File: src/rtl/inst_aligner_pkg.sv
// rtl/inst_aligner_pkg.sv - shared types and helpers for the instruction aligner
//
// Contents:
//   align_state_e : aligner leftover-halfword state (EMPTY / HALF / SKIP)
//   fetch_word_t  : one fetch beat (data, word address, bus error)
//   is_rvc()      : true when a halfword starts a 16-bit compressed instruction
package inst_aligner_pkg;

    localparam int ALIGN_XLEN = 32;

    typedef enum logic [1:0] {
        ALIGN_EMPTY = 2'd0,
        ALIGN_HALF  = 2'd1,
        ALIGN_SKIP  = 2'd2
    } align_state_e;

    typedef struct packed {
        logic [31:0]           data;
        logic [ALIGN_XLEN-1:0] pc;
        logic                  err;
    } fetch_word_t;

    function automatic logic is_rvc(input logic [15:0] hw);
        return hw[1:0] != 2'b11;
    endfunction

endpackage

File: src/rtl/inst_aligner_skid.sv
// rtl/inst_aligner_skid.sv - generic valid/ready skid buffer for the aligner output
//
// Only compiled when ALIGN_SKID_EN is defined.
// Ports:
//   clk, rst_n            : clock, asynchronous active-low reset
//   clear_i               : drop both entries (redirect)
//   in_valid_i/in_ready_o : upstream handshake; in_ready_o is a pure flop output
//   in_data_i             : upstream payload
//   out_valid_o/out_ready_i/out_data_o : registered downstream handshake
`ifdef ALIGN_SKID_EN
module inst_aligner_skid #(
    parameter int WIDTH = 8
) (
    input  logic             clk,
    input  logic             rst_n,
    input  logic             clear_i,
    input  logic             in_valid_i,
    output logic             in_ready_o,
    input  logic [WIDTH-1:0] in_data_i,
    output logic             out_valid_o,
    input  logic             out_ready_i,
    output logic [WIDTH-1:0] out_data_o
);

    logic             out_valid_q, out_valid_d;
    logic [WIDTH-1:0] out_data_q, out_data_d;
    logic             skid_valid_q, skid_valid_d;
    logic [WIDTH-1:0] skid_data_q, skid_data_d;

    // Ready only looks at the spare slot, so no path from out_ready_i.
    assign in_ready_o  = !skid_valid_q;
    assign out_valid_o = out_valid_q;
    assign out_data_o  = out_valid_q ? out_data_q : '0;

    always_comb begin
        out_valid_d  = out_valid_q;
        out_data_d   = out_data_q;
        skid_valid_d = skid_valid_q;
        skid_data_d  = skid_data_q;
        if (clear_i) begin
            out_valid_d  = 1'b0;
            skid_valid_d = 1'b0;
        end else if (out_ready_i || !out_valid_q) begin
            // Output slot frees up: the spare entry is older, so it goes first.
            if (skid_valid_q) begin
                out_valid_d  = 1'b1;
                out_data_d   = skid_data_q;
                skid_valid_d = 1'b0;
            end else begin
                out_valid_d = in_valid_i;
                if (in_valid_i) begin
                    out_data_d = in_data_i;
                end
            end
        end else if (in_valid_i && !skid_valid_q) begin
            skid_valid_d = 1'b1;
            skid_data_d  = in_data_i;
        end
    end

    always_ff @(posedge clk or negedge rst_n) begin
        if (!rst_n) begin
            out_valid_q  <= 1'b0;
            out_data_q   <= '0;
            skid_valid_q <= 1'b0;
            skid_data_q  <= '0;
        end else begin
            out_valid_q  <= out_valid_d;
            out_data_q   <= out_data_d;
            skid_valid_q <= skid_valid_d;
            skid_data_q  <= skid_data_d;
        end
    end

endmodule
`endif

File: src/rtl/inst_aligner.sv
// rtl/inst_aligner.sv - splits 32-bit fetch words into RVC / 32-bit instructions for decode
//
// Optional feature macro: ALIGN_SKID_EN (registered inst_* outputs via inst_aligner_skid).
// Ports:
//   clk, rst_n                 : clock, asynchronous active-low reset
//   flush_i, flush_pc_i        : redirect; bit 1 of the PC selects the starting halfword
//   fetch_valid_i/fetch_ready_o: fetch word handshake
//   fetch_data_i, fetch_pc_i   : fetch word (little-endian halfwords) and its word address
//   fetch_err_i                : bus error on this fetch word
//   inst_valid_o/inst_ready_i  : instruction handshake to decode
//   inst_o, inst_pc_o          : instruction (RVC zero-extended) and its PC
//   inst_is_rvc_o, inst_err_o  : compressed flag, fetch error flag
module inst_aligner
    import inst_aligner_pkg::*;
#(
    parameter int              XLEN     = ALIGN_XLEN,
    parameter logic [XLEN-1:0] RESET_PC = '0
) (
    input  logic            clk,
    input  logic            rst_n,
    input  logic            flush_i,
    input  logic [XLEN-1:0] flush_pc_i,
    input  logic            fetch_valid_i,
    output logic            fetch_ready_o,
    input  logic [31:0]     fetch_data_i,
    input  logic [XLEN-1:0] fetch_pc_i,
    input  logic            fetch_err_i,
    output logic            inst_valid_o,
    input  logic            inst_ready_i,
    output logic [31:0]     inst_o,
    output logic [XLEN-1:0] inst_pc_o,
    output logic            inst_is_rvc_o,
    output logic            inst_err_o
);

    localparam logic [XLEN-1:0] PC_TWO = XLEN'(2);

    align_state_e    state_q, state_d;
    logic [15:0]     hw_q, hw_d;
    logic [XLEN-1:0] hw_pc_q, hw_pc_d;
    logic            hw_err_q, hw_err_d;
    // Set after an errored word was handed to decode; only a flush clears it.
    logic            halt_q, halt_d;

    logic            core_valid;
    logic            core_ready;
    logic [31:0]     core_inst;
    logic [XLEN-1:0] core_pc;
    logic            core_err;

    fetch_word_t     fw;
    logic [15:0]     lo_hw;
    logic [15:0]     hi_hw;
    logic [XLEN-1:0] pc_plus2;
    logic            unused_flush_lsb;

    assign fw               = '{data: fetch_data_i, pc: fetch_pc_i, err: fetch_err_i};
    assign lo_hw            = fw.data[15:0];
    assign hi_hw            = fw.data[31:16];
    assign pc_plus2         = fw.pc + PC_TWO;
    assign unused_flush_lsb = flush_pc_i[0];

    always_comb begin
        state_d       = state_q;
        hw_d          = hw_q;
        hw_pc_d       = hw_pc_q;
        hw_err_d      = hw_err_q;
        halt_d        = halt_q;
        core_valid    = 1'b0;
        core_inst     = '0;
        core_pc       = '0;
        core_err      = 1'b0;
        fetch_ready_o = 1'b0;

        if (flush_i) begin
            state_d  = flush_pc_i[1] ? ALIGN_SKIP : ALIGN_EMPTY;
            hw_d     = '0;
            hw_err_d = 1'b0;
            hw_pc_d  = {flush_pc_i[XLEN-1:1], 1'b0};
            halt_d   = 1'b0;
        end else if (!halt_q) begin
            unique case (state_q)
                ALIGN_EMPTY: begin
                    fetch_ready_o = !fetch_valid_i || core_ready;
                    if (fetch_valid_i) begin
                        core_valid = 1'b1;
                        core_pc    = fw.pc;
                        if (fw.err) begin
                            core_inst = fw.data;
                            core_err  = 1'b1;
                            if (core_ready) begin
                                halt_d = 1'b1;
                            end
                        end else if (is_rvc(lo_hw)) begin
                            core_inst = {16'h0000, lo_hw};
                            if (core_ready) begin
                                state_d  = ALIGN_HALF;
                                hw_d     = hi_hw;
                                hw_pc_d  = pc_plus2;
                                hw_err_d = 1'b0;
                            end
                        end else begin
                            core_inst = fw.data;
                        end
                    end
                end

                ALIGN_HALF: begin
                    if (is_rvc(hw_q)) begin
                        // Held RVC goes out alone; the fetch port stays closed.
                        core_valid = 1'b1;
                        core_inst  = {16'h0000, hw_q};
                        core_pc    = hw_pc_q;
                        core_err   = hw_err_q;
                        if (core_ready) begin
                            state_d = ALIGN_EMPTY;
                        end
                    end else begin
                        fetch_ready_o = !fetch_valid_i || core_ready;
                        if (fetch_valid_i) begin
                            core_valid = 1'b1;
                            core_pc    = hw_pc_q;
                            if (fw.err) begin
                                core_inst = fw.data;
                                core_err  = 1'b1;
                                if (core_ready) begin
                                    state_d = ALIGN_EMPTY;
                                    halt_d  = 1'b1;
                                end
                            end else begin
                                core_inst = {lo_hw, hw_q};
                                core_err  = hw_err_q;
                                if (core_ready) begin
                                    hw_d     = hi_hw;
                                    hw_pc_d  = pc_plus2;
                                    hw_err_d = 1'b0;
                                end
                            end
                        end
                    end
                end

                ALIGN_SKIP: begin
                    // A non-RVC upper half is parked without any emission,
                    // so that case does not wait on decode.
                    fetch_ready_o = !fetch_valid_i || core_ready ||
                                    (!fw.err && !is_rvc(hi_hw));
                    if (fetch_valid_i) begin
                        if (fw.err) begin
                            core_valid = 1'b1;
                            core_inst  = fw.data;
                            core_pc    = pc_plus2;
                            core_err   = 1'b1;
                            if (core_ready) begin
                                state_d = ALIGN_EMPTY;
                                halt_d  = 1'b1;
                            end
                        end else if (is_rvc(hi_hw)) begin
                            core_valid = 1'b1;
                            core_inst  = {16'h0000, hi_hw};
                            core_pc    = pc_plus2;
                            if (core_ready) begin
                                state_d = ALIGN_EMPTY;
                            end
                        end else begin
                            state_d  = ALIGN_HALF;
                            hw_d     = hi_hw;
                            hw_pc_d  = pc_plus2;
                            hw_err_d = 1'b0;
                        end
                    end
                end

                default: begin
                    state_d = ALIGN_EMPTY;
                end
            endcase
        end
    end

    always_ff @(posedge clk or negedge rst_n) begin
        if (!rst_n) begin
            state_q  <= ALIGN_EMPTY;
            hw_q     <= '0;
            hw_pc_q  <= RESET_PC;
            hw_err_q <= 1'b0;
            halt_q   <= 1'b0;
        end else begin
            state_q  <= state_d;
            hw_q     <= hw_d;
            hw_pc_q  <= hw_pc_d;
            hw_err_q <= hw_err_d;
            halt_q   <= halt_d;
        end
    end

`ifdef ALIGN_SKID_EN
    localparam int PAY_W = 32 + XLEN + 1;

    logic [PAY_W-1:0] skid_data;

    inst_aligner_skid #(
        .WIDTH(PAY_W)
    ) u_skid (
        .clk        (clk),
        .rst_n      (rst_n),
        .clear_i    (flush_i),
        .in_valid_i (core_valid),
        .in_ready_o (core_ready),
        .in_data_i  ({core_inst, core_pc, core_err}),
        .out_valid_o(inst_valid_o),
        .out_ready_i(inst_ready_i),
        .out_data_o (skid_data)
    );

    assign {inst_o, inst_pc_o, inst_err_o} = skid_data;
`else
    assign core_ready   = inst_ready_i;
    assign inst_valid_o = core_valid;
    assign inst_o       = core_inst;
    assign inst_pc_o    = core_pc;
    assign inst_err_o   = core_err;
`endif

    assign inst_is_rvc_o = inst_valid_o && (inst_o[1:0] != 2'b11);

endmodule
File: config.mk
export PLATFORM = sky130hd
export DESIGN_NAME = inst_aligner
export DESIGN_NICKNAME = d
export VERILOG_FILES = /design/src/rtl/inst_aligner_pkg.sv /design/src/rtl/inst_aligner_skid.sv /design/src/rtl/inst_aligner.sv
export SDC_FILE = /design/constraint.sdc
export NUM_CORES = 1
export LEC_CHECK = 0
export ABC_CLOCK_PERIOD_IN_PS = 3350
export CAP_MARGIN = 20
export CORE_MARGIN = 2
export CORE_UTILIZATION = 40
export CTS_BUF_LIST = sky130_fd_sc_hd__clkbuf_8
export CTS_CLUSTER_SIZE = 30
export DETAILED_ROUTE_END_ITERATION = 6
export MAX_ROUTING_LAYER = met4
export PLACE_DENSITY = 0.77
export REMOVE_ABC_BUFFERS = 1
export SETUP_SLACK_MARGIN = 0.05
export SLEW_MARGIN = 20
export SYNTH_ARGS = -nofsm -noshare
export SYNTH_HDL_FRONTEND = slang
export SYNTH_SLANG_ARGS = --single-unit
File: constraint.sdc
create_clock -name clk -period 3.35 [get_ports clk]
set_input_delay 0.67 -clock clk [delete_from_list [all_inputs] [get_ports clk]]
set_output_delay 0.67 -clock clk [all_outputs]
set_load 0.01 [all_outputs]
==> impl_metrics.env, run 1 <==
export IMPL_synth_flop_cell="dfrtp_1"
export IMPL_rsz0062_at_grt="no"
export IMPL_wl_per_cell_um=18.4
export IMPL_drt_iter0_drc=565
export IMPL_slew_viol_final=0
export IMPL_slew_headroom=0.405
export IMPL_worstMarginPinSlew_ns=0.893
export IMPL_holdBufCountCts=0
export IMPL_core_area_um2=11500
export IMPL_hpwlAfterDp_um=14100
export IMPL_grt_use_total=0.307
export IMPL_area_growth_pct=62.9
export IMPL_synth_compound_area_share=0.323
export IMPL_cts_buffer_depth=2
export IMPL_die_y_um=113
export IMPL_synthMuxAreaShare=0.0361
export IMPL_ys_types=61
export IMPL_antenna_found_initial=0
export IMPL_final_nets=1000
export IMPL_cts_htree_levels=2
export IMPL_via_count=6146
export IMPL_overflow=0
export IMPL_fin_crit_ns=3.23
export IMPL_fin_crit_sh=0.965
export IMPL_final_antenna_net_count=0
export IMPL_numPortBuffers=168
export IMPL_hp_class="in2async"
export IMPL_grt_pass1_vias=6169
export IMPL_die_width_um=113
export IMPL_drc=0
export IMPL_fill_cells=1019
export IMPL_yosys_area_share_simple=0.275
export IMPL_status="completed"
export IMPL_synth_edf_count=0
export IMPL_cp_end_kind="output pin"
export IMPL_crit_fanout=8
export IMPL_slowest_stage="or4b_4"
export IMPL_synthAdderAreaFrac=0.00531
export IMPL_fmax_mhz=309
export IMPL_cp_start_kind="input port"
export IMPL_fin_skew_ns=0.00945
export IMPL_yosysSeqAreaShare=0.271
export IMPL_numCtsBuffers=5
export IMPL_netlist_instances=631
export IMPL_grt_max_degree=85
export IMPL_synth_xor_area_frac=0.0279
export IMPL_total_power_mw=1.87
export IMPL_crit_type="in2out"
export IMPL_ioPinCount=170
export IMPL_cts_tree="built"
export IMPL_fp_row_count=39
export IMPL_cp_buffers_inverters=3
export IMPL_drive_above_1_share=0.242
export IMPL_synth_area_leader_cell="dfrtp_1"
export IMPL_synth_top_family_by_area="compound AO/OA/AOI/OAI gates"
export IMPL_yosysTopAreaCellShare=0.271
export IMPL_placed_cell_area_um2=7360
export IMPL_worstPathCellList="dlygate4sd2_1, nand4_1, or4b_4, buf_12, o31a_1, o21ai_0, a21oi_1, clkdlybuf4s15_1"
export IMPL_drt_pass1_iter_count=6
export IMPL_critPathTopFamily="simple AND/OR/NAND/NOR gates"
export IMPL_async_flop_share=1.00
export IMPL_dieArea_um2=12700
export IMPL_via_per_inst=5.91
export IMPL_design_area_um2=7680
export IMPL_synth_area_um2=4710
export IMPL_diodes=0
export IMPL_leakagePower_nw=3.37
export IMPL_cts_clk_slew_worst_paths_ns=0.10
export IMPL_gpl_final_weighted_congestion=0.917
export IMPL_post_place_cells=1008
export IMPL_hold_ws_ns=0.459
export IMPL_synth_area_leaders="dfrtp_1, nand2_1, nor2_1"
export IMPL_hold_violations=0
export IMPL_synth_seq_cells=51
export IMPL_final_cells=1040
export IMPL_cts_root_buf="clkbuf_8"
export IMPL_crit_arrival_ns=2.56
export IMPL_cp_required_ns=2.68
export IMPL_clk_latency_ns=0.33
export IMPL_power_density_nw_per_um2=244
export IMPL_synth_area_per_cell_um2=7.47
export IMPL_setup_viol=0
export IMPL_cpPeakStageDelay_ns=0.56
export IMPL_yosysWarnings=0
export IMPL_grt_first_pass_wirelength_um=31100
export IMPL_peakVddDrop_uv=170
export IMPL_totalWireLength_um=19100
export IMPL_drv_cap=0
export IMPL_numClockSinks=51
export IMPL_start_util=0.411
cells in the mapped netlist (all sizes together), types with 11 or more instances:
library cell and count:
nor3 22, a22oi 33, buf 20, o21ai 41
dfrtp 51, a222oi 19, clkbuf 39, a21oi 51
nand3 11, nand2 92, nand4 14, mux2i 17
nor2 70, a22o 13, o31ai 16, nor4 14
layer usage:
layer / GRT usage / part of all wire
met5: - / 0
met4: 0.138 / 0.034
met3: 0.0394 / 0.072
met2: 0.499 / 0.47
met1: 0.383 / 0.42
final cells by class:
class	instances	area, µm²	share of cell area
multi-input cells	511	3310	0.431
repair buffers	317	2780	0.363
flip-flops and latches	51	1280	0.166
well taps	143	179	0.0233
clock buffers	5	68.8	0.00896
inverters	10	37.5	0.00489
clock inverters	3	20.0	0.00261
through the flow:
step / setup TNS (ns) / util / setup WS (ns)
floorplan: -26.94 / - / -0.767
global placement: -16.85 / 0.640 / -0.492
detailed placement: -17.65 / 0.642 / -0.500
CTS: 0 / 0.663 / 0.0409
global route: 0 / 0.669 / 0.0534
finish: 0 / 0.669 / 0.119
final timing paths:
| path | from | end | slack [ns] | cells past startpoint |
|---|---|---|---|---|
| worst max-delay path | fetch_pc_i[23] | inst_pc_o[27] | 0.12 | 8 |
| worst min-delay path | rst_n | hw_q[15]$_DFFE_PN0P_ | 0.46 | 1 |
| worst max register to register | state_q[1]$_DFFE_PN0P_ | hw_pc_q[21]$_DFFE_PN0P_ | 0.84 | 8 |
| worst min register to register | hw_q[2]$_DFFE_PN0P_ | hw_q[2]$_DFFE_PN0P_ | 0.53 | 2 |
| max in group asynchronous | rst_n | hw_pc_q[10]$_DFFE_PN0P_ | 2.11 | 2 |
| min in group clk | hw_q[2]$_DFFE_PN0P_ | hw_q[2]$_DFFE_PN0P_ | 0.53 | 2 |
repair_timing:
action                     4_1_cts  5_1_grt
setup endpoints to repair       67       49
pin swaps                       15       19
setup buffers                   15        8
gates resized for setup        116       50
cloned                           1        0
report_power, final:
group	switching [mW]	internal (mW)
clock	0.241	0.146
combinational	0.400	0.389
sequential	0.0318	0.666
logic make-up (layout without fill, tap and decap cells):
kind of cell / Yosys count / in the layout
AOI/OAI and AO/OA: 218 / 218
xor gates and xnor gates: 15 / 15
adders and majority gates: 2 / 2
buffers and inverters: 69 / 335
DFF: 51 / 51
muxes: 17 / 17
and+or+nand+nor: 259 / 259
layout by cell type (no fill, tap or decap), types with 8 or more instances in the layout:
cell / synthesis / routed
a21oi_1: 51 / 50
a222oi_1: 19 / 19
a22o_1: 13 / 13
a22oi_1: 33 / 33
buf_4: 1 / 135
clkbuf_2: 1 / 13
clkdlybuf4s50_1: 0 / 91
dfrtp_1: 51 / 50
dlygate4sd2_1: 0 / 42
inv_1: 9 / 9
mux2i_1: 17 / 17
nand2_1: 92 / 91
nand3_1: 11 / 9
nand4_1: 13 / 13
nor2_1: 70 / 69
nor3_1: 22 / 21
nor4_4: 4 / 8
o21ai_0: 40 / 34
o31ai_1: 13 / 13
xnor2_1: 8 / 8
sequential cells by signal, summed over array words and instances, names as in the netlist:
register,count
state_q,2
hw_pc_q,32
halt_q,1
hw_q,16
No activity file was read; power rests on OpenSTA's default activity.
==> inputs of run 2 (changes only) <==
--- a/config.mk
+++ b/config.mk
@@ -8,12 +8,12 @@
 export ABC_CLOCK_PERIOD_IN_PS = 3350
 export CAP_MARGIN = 20
 export CORE_MARGIN = 2
-export CORE_UTILIZATION = 40
+export CORE_UTILIZATION = 47
 export CTS_BUF_LIST = sky130_fd_sc_hd__clkbuf_8
 export CTS_CLUSTER_SIZE = 30
 export DETAILED_ROUTE_END_ITERATION = 6
 export MAX_ROUTING_LAYER = met4
-export PLACE_DENSITY = 0.77
+export PLACE_DENSITY = 0.88
 export REMOVE_ABC_BUFFERS = 1
 export SETUP_SLACK_MARGIN = 0.05
 export SLEW_MARGIN = 20
==> run 2 against run 1 <==
Against the previous run:
- final area increased by 2.3%
- maximum frequency shrank 1.8%
- critical path type unchanged
- worst setup slack got worse by 0.059 ns
- flip-flop and latch count stayed put
- hold slack got worse by 0.21 ns
- critical endpoint is now inst_pc_o[29]
- sequential share of layout area is 0.40 points lower
- clock skew is 0.013 ns higher
- critical path depth is 1 higher
- combinational power increased by 3.3%
- non-clock buffer count grew 2
==> impl_metrics.env, run 2 (synthesis gave the netlist of run 1 again) <==
export IMPL_cp_required_ns=2.68
export IMPL_hp_class="in2async"
export IMPL_drc=0
export IMPL_die_width_um=104
export IMPL_crit_fanout=6
export IMPL_status="completed"
export IMPL_holdBufCountCts=0
export IMPL_gpl_final_weighted_congestion=0.951
export IMPL_hpwlAfterDp_um=13700
export IMPL_drive_above_1_share=0.246
export IMPL_crit_arrival_ns=2.62
export IMPL_fin_crit_ns=3.29
export IMPL_leakagePower_nw=3.50
export IMPL_place_ws_ns=-0.442
export IMPL_cp_end_kind="output pin"
export IMPL_cp_buffers_inverters=4
export IMPL_totalWireLength_um=20600
export IMPL_r2r_setup_slack_ns=0.95
export IMPL_pwr_share_comb=0.406
export IMPL_drv_cap=0
export IMPL_area_growth_pct=66.7
export IMPL_fin_crit_sh=0.982
export IMPL_hold_violations=0
export IMPL_seqPwrFrac=0.348
export IMPL_p_int_mw=1.31
export IMPL_fp_row_count=36
export IMPL_final_nets=1003
export IMPL_slew_viol_final=0
export IMPL_numCtsBuffers=5
export IMPL_setup_ws_ns=0.0594
export IMPL_placed_cell_area_um2=7370
export IMPL_via_per_inst=6.41
export IMPL_critPathTopFamily="simple AND/OR/NAND/NOR gates"
export IMPL_power_density_nw_per_um2=256
export IMPL_grt_max_degree=85
export IMPL_slew_headroom=0.439
export IMPL_swShare=0.350
export IMPL_cts_htree_levels=2
export IMPL_via_count=6617
export IMPL_antenna_found_initial=0
export IMPL_most_common_layout_cells="buf_4, nand2_1, clkdlybuf4s50_1, nor2_1, dlygate4sd2_1"
export IMPL_hold_ws_ns=0.248
export IMPL_worstPathCellList="dlygate4sd2_1, and3_4, or4b_4, buf_12, buf_4, o31a_1, o21ai_1, a21oi_1, buf_2"
export IMPL_fmax_mhz=304
export IMPL_drt_pass1_iter_count=6
export IMPL_finalCoreUtilization=0.804
export IMPL_cts_buffer_depth=2
export IMPL_core_area_um2=9770
export IMPL_top_register="hw_pc_q"
export IMPL_largest_reg_flops=32
export IMPL_fin_skew_ns=0.0226
export IMPL_grt_pass1_vias=6670
export IMPL_peakVddDrop_uv=158
export IMPL_switchingPower_mw=0.705
export IMPL_crit_type="in2out"
export IMPL_cpPeakStageDelay_ns=0.50
export IMPL_numPortBuffers=168
export IMPL_slowest_stage="or4b_4"
export IMPL_cp_start_kind="input port"
export IMPL_design_area_um2=7860
export IMPL_clk_latency_ns=0.33
export IMPL_cts_root_buf="clkbuf_8"
export IMPL_cts_clk_slew_worst_paths_ns=0.12
export IMPL_start_util=0.482
export IMPL_grt_use_total=0.377
export IMPL_final_common_cell="buf_4"
export IMPL_drt_iter0_drc=813
export IMPL_clock_power_share=0.246
export IMPL_setup_tns_ns=0
export IMPL_setup_viol=0
export IMPL_diodes=0
export IMPL_grt_first_pass_wirelength_um=33000
export IMPL_dieArea_um2=10800
export IMPL_wl_per_cell_um=19.9
export IMPL_overflow=0
export IMPL_rsz0062_at_grt="yes"
export IMPL_final_antenna_net_count=0
export IMPL_die_y_um=104
export IMPL_reg_top3="hw_pc_q: 32 flops, hw_q: 16 flops, state_q: 2 flops"
export IMPL_worstMarginPinSlew_ns=0.842
export IMPL_numClockSinks=51
export IMPL_ioPinCount=170
export IMPL_cts_tree="built"
[run 2: cell count changes in the layout (fill, tap and decap cells not counted), sizes merged]
cell	change
inv	+1
clkbuf	-11
clkinv	-1
clkdlybuf4s15	+2
clkinvlp	-2
dlymetal6s2s	-4
bufinv	+1
dlygate4sd2	+25
buf	+6
o21ai	+1
bufbuf	+2
clkdlybuf4s50	-17
[run 2: per-layer routing]
metal,vias up,global-route usage,part of all wire
met2,531,0.668,0.49
met1,3078,0.428,0.38
met5,-,-,0
li1,2900,-,-
met3,108,0.0476,0.092
met4,0,0.164,0.041
[run 2: layout make-up]
class	instances	area, µm²
flip-flops and latches	51	1280
well taps	133	166
repair buffers	319	2870
inverters	10	37.5
fillers	654	1920
clock buffers	6	82.6
multi-input cells	512	3380
clock inverters	2	38.8
[run 2: worst paths after layout]
kind | startpoint | endpoint | depth (start not counted)
worst min-delay path | rst_n | hw_q[9]$_DFFE_PN0P_ | 1
min in group clk | hw_q[4]$_DFFE_PN0P_ | hw_q[4]$_DFFE_PN0P_ | 2
worst max-delay path | fetch_pc_i[17] | inst_pc_o[29] | 9
max in group asynchronous | rst_n | hw_pc_q[4]$_DFFE_PN0P_ | 2
worst max register to register | state_q[1]$_DFFE_PN0P_ | hw_q[12]$_DFFE_PN0P_ | 8
worst min register to register | hw_q[4]$_DFFE_PN0P_ | hw_q[4]$_DFFE_PN0P_ | 2
[run 2: metrics by stage]
stage,power (mW),instances
2_1_floorplan,1.00,572
3_3_place_gp,1.46,996
3_5_place_dp,1.49,997
4_1_cts,1.97,1028
5_1_grt,2.09,1033
6_report,2.01,1033
[run 2: what timing repair did]
item	CTS	global route
gates resized for setup	182	16
pin swaps	26	9
cloned	5	0
buffers inserted	18	5
endpoints found under the setup margin	65	45
hold endpoints to repair	0	0
[run 2: power by group through the flow]
stage | sequential (mW) | combinational [mW] | clock, mW
2_1_floorplan | 0.702 | 0.300 | 0
3_3_place_gp | 0.704 | 0.761 | 0
3_5_place_dp | 0.708 | 0.785 | 0
4_1_cts | 0.698 | 0.787 | 0.487
5_1_grt | 0.705 | 0.867 | 0.517
6_report | 0.700 | 0.816 | 0.495
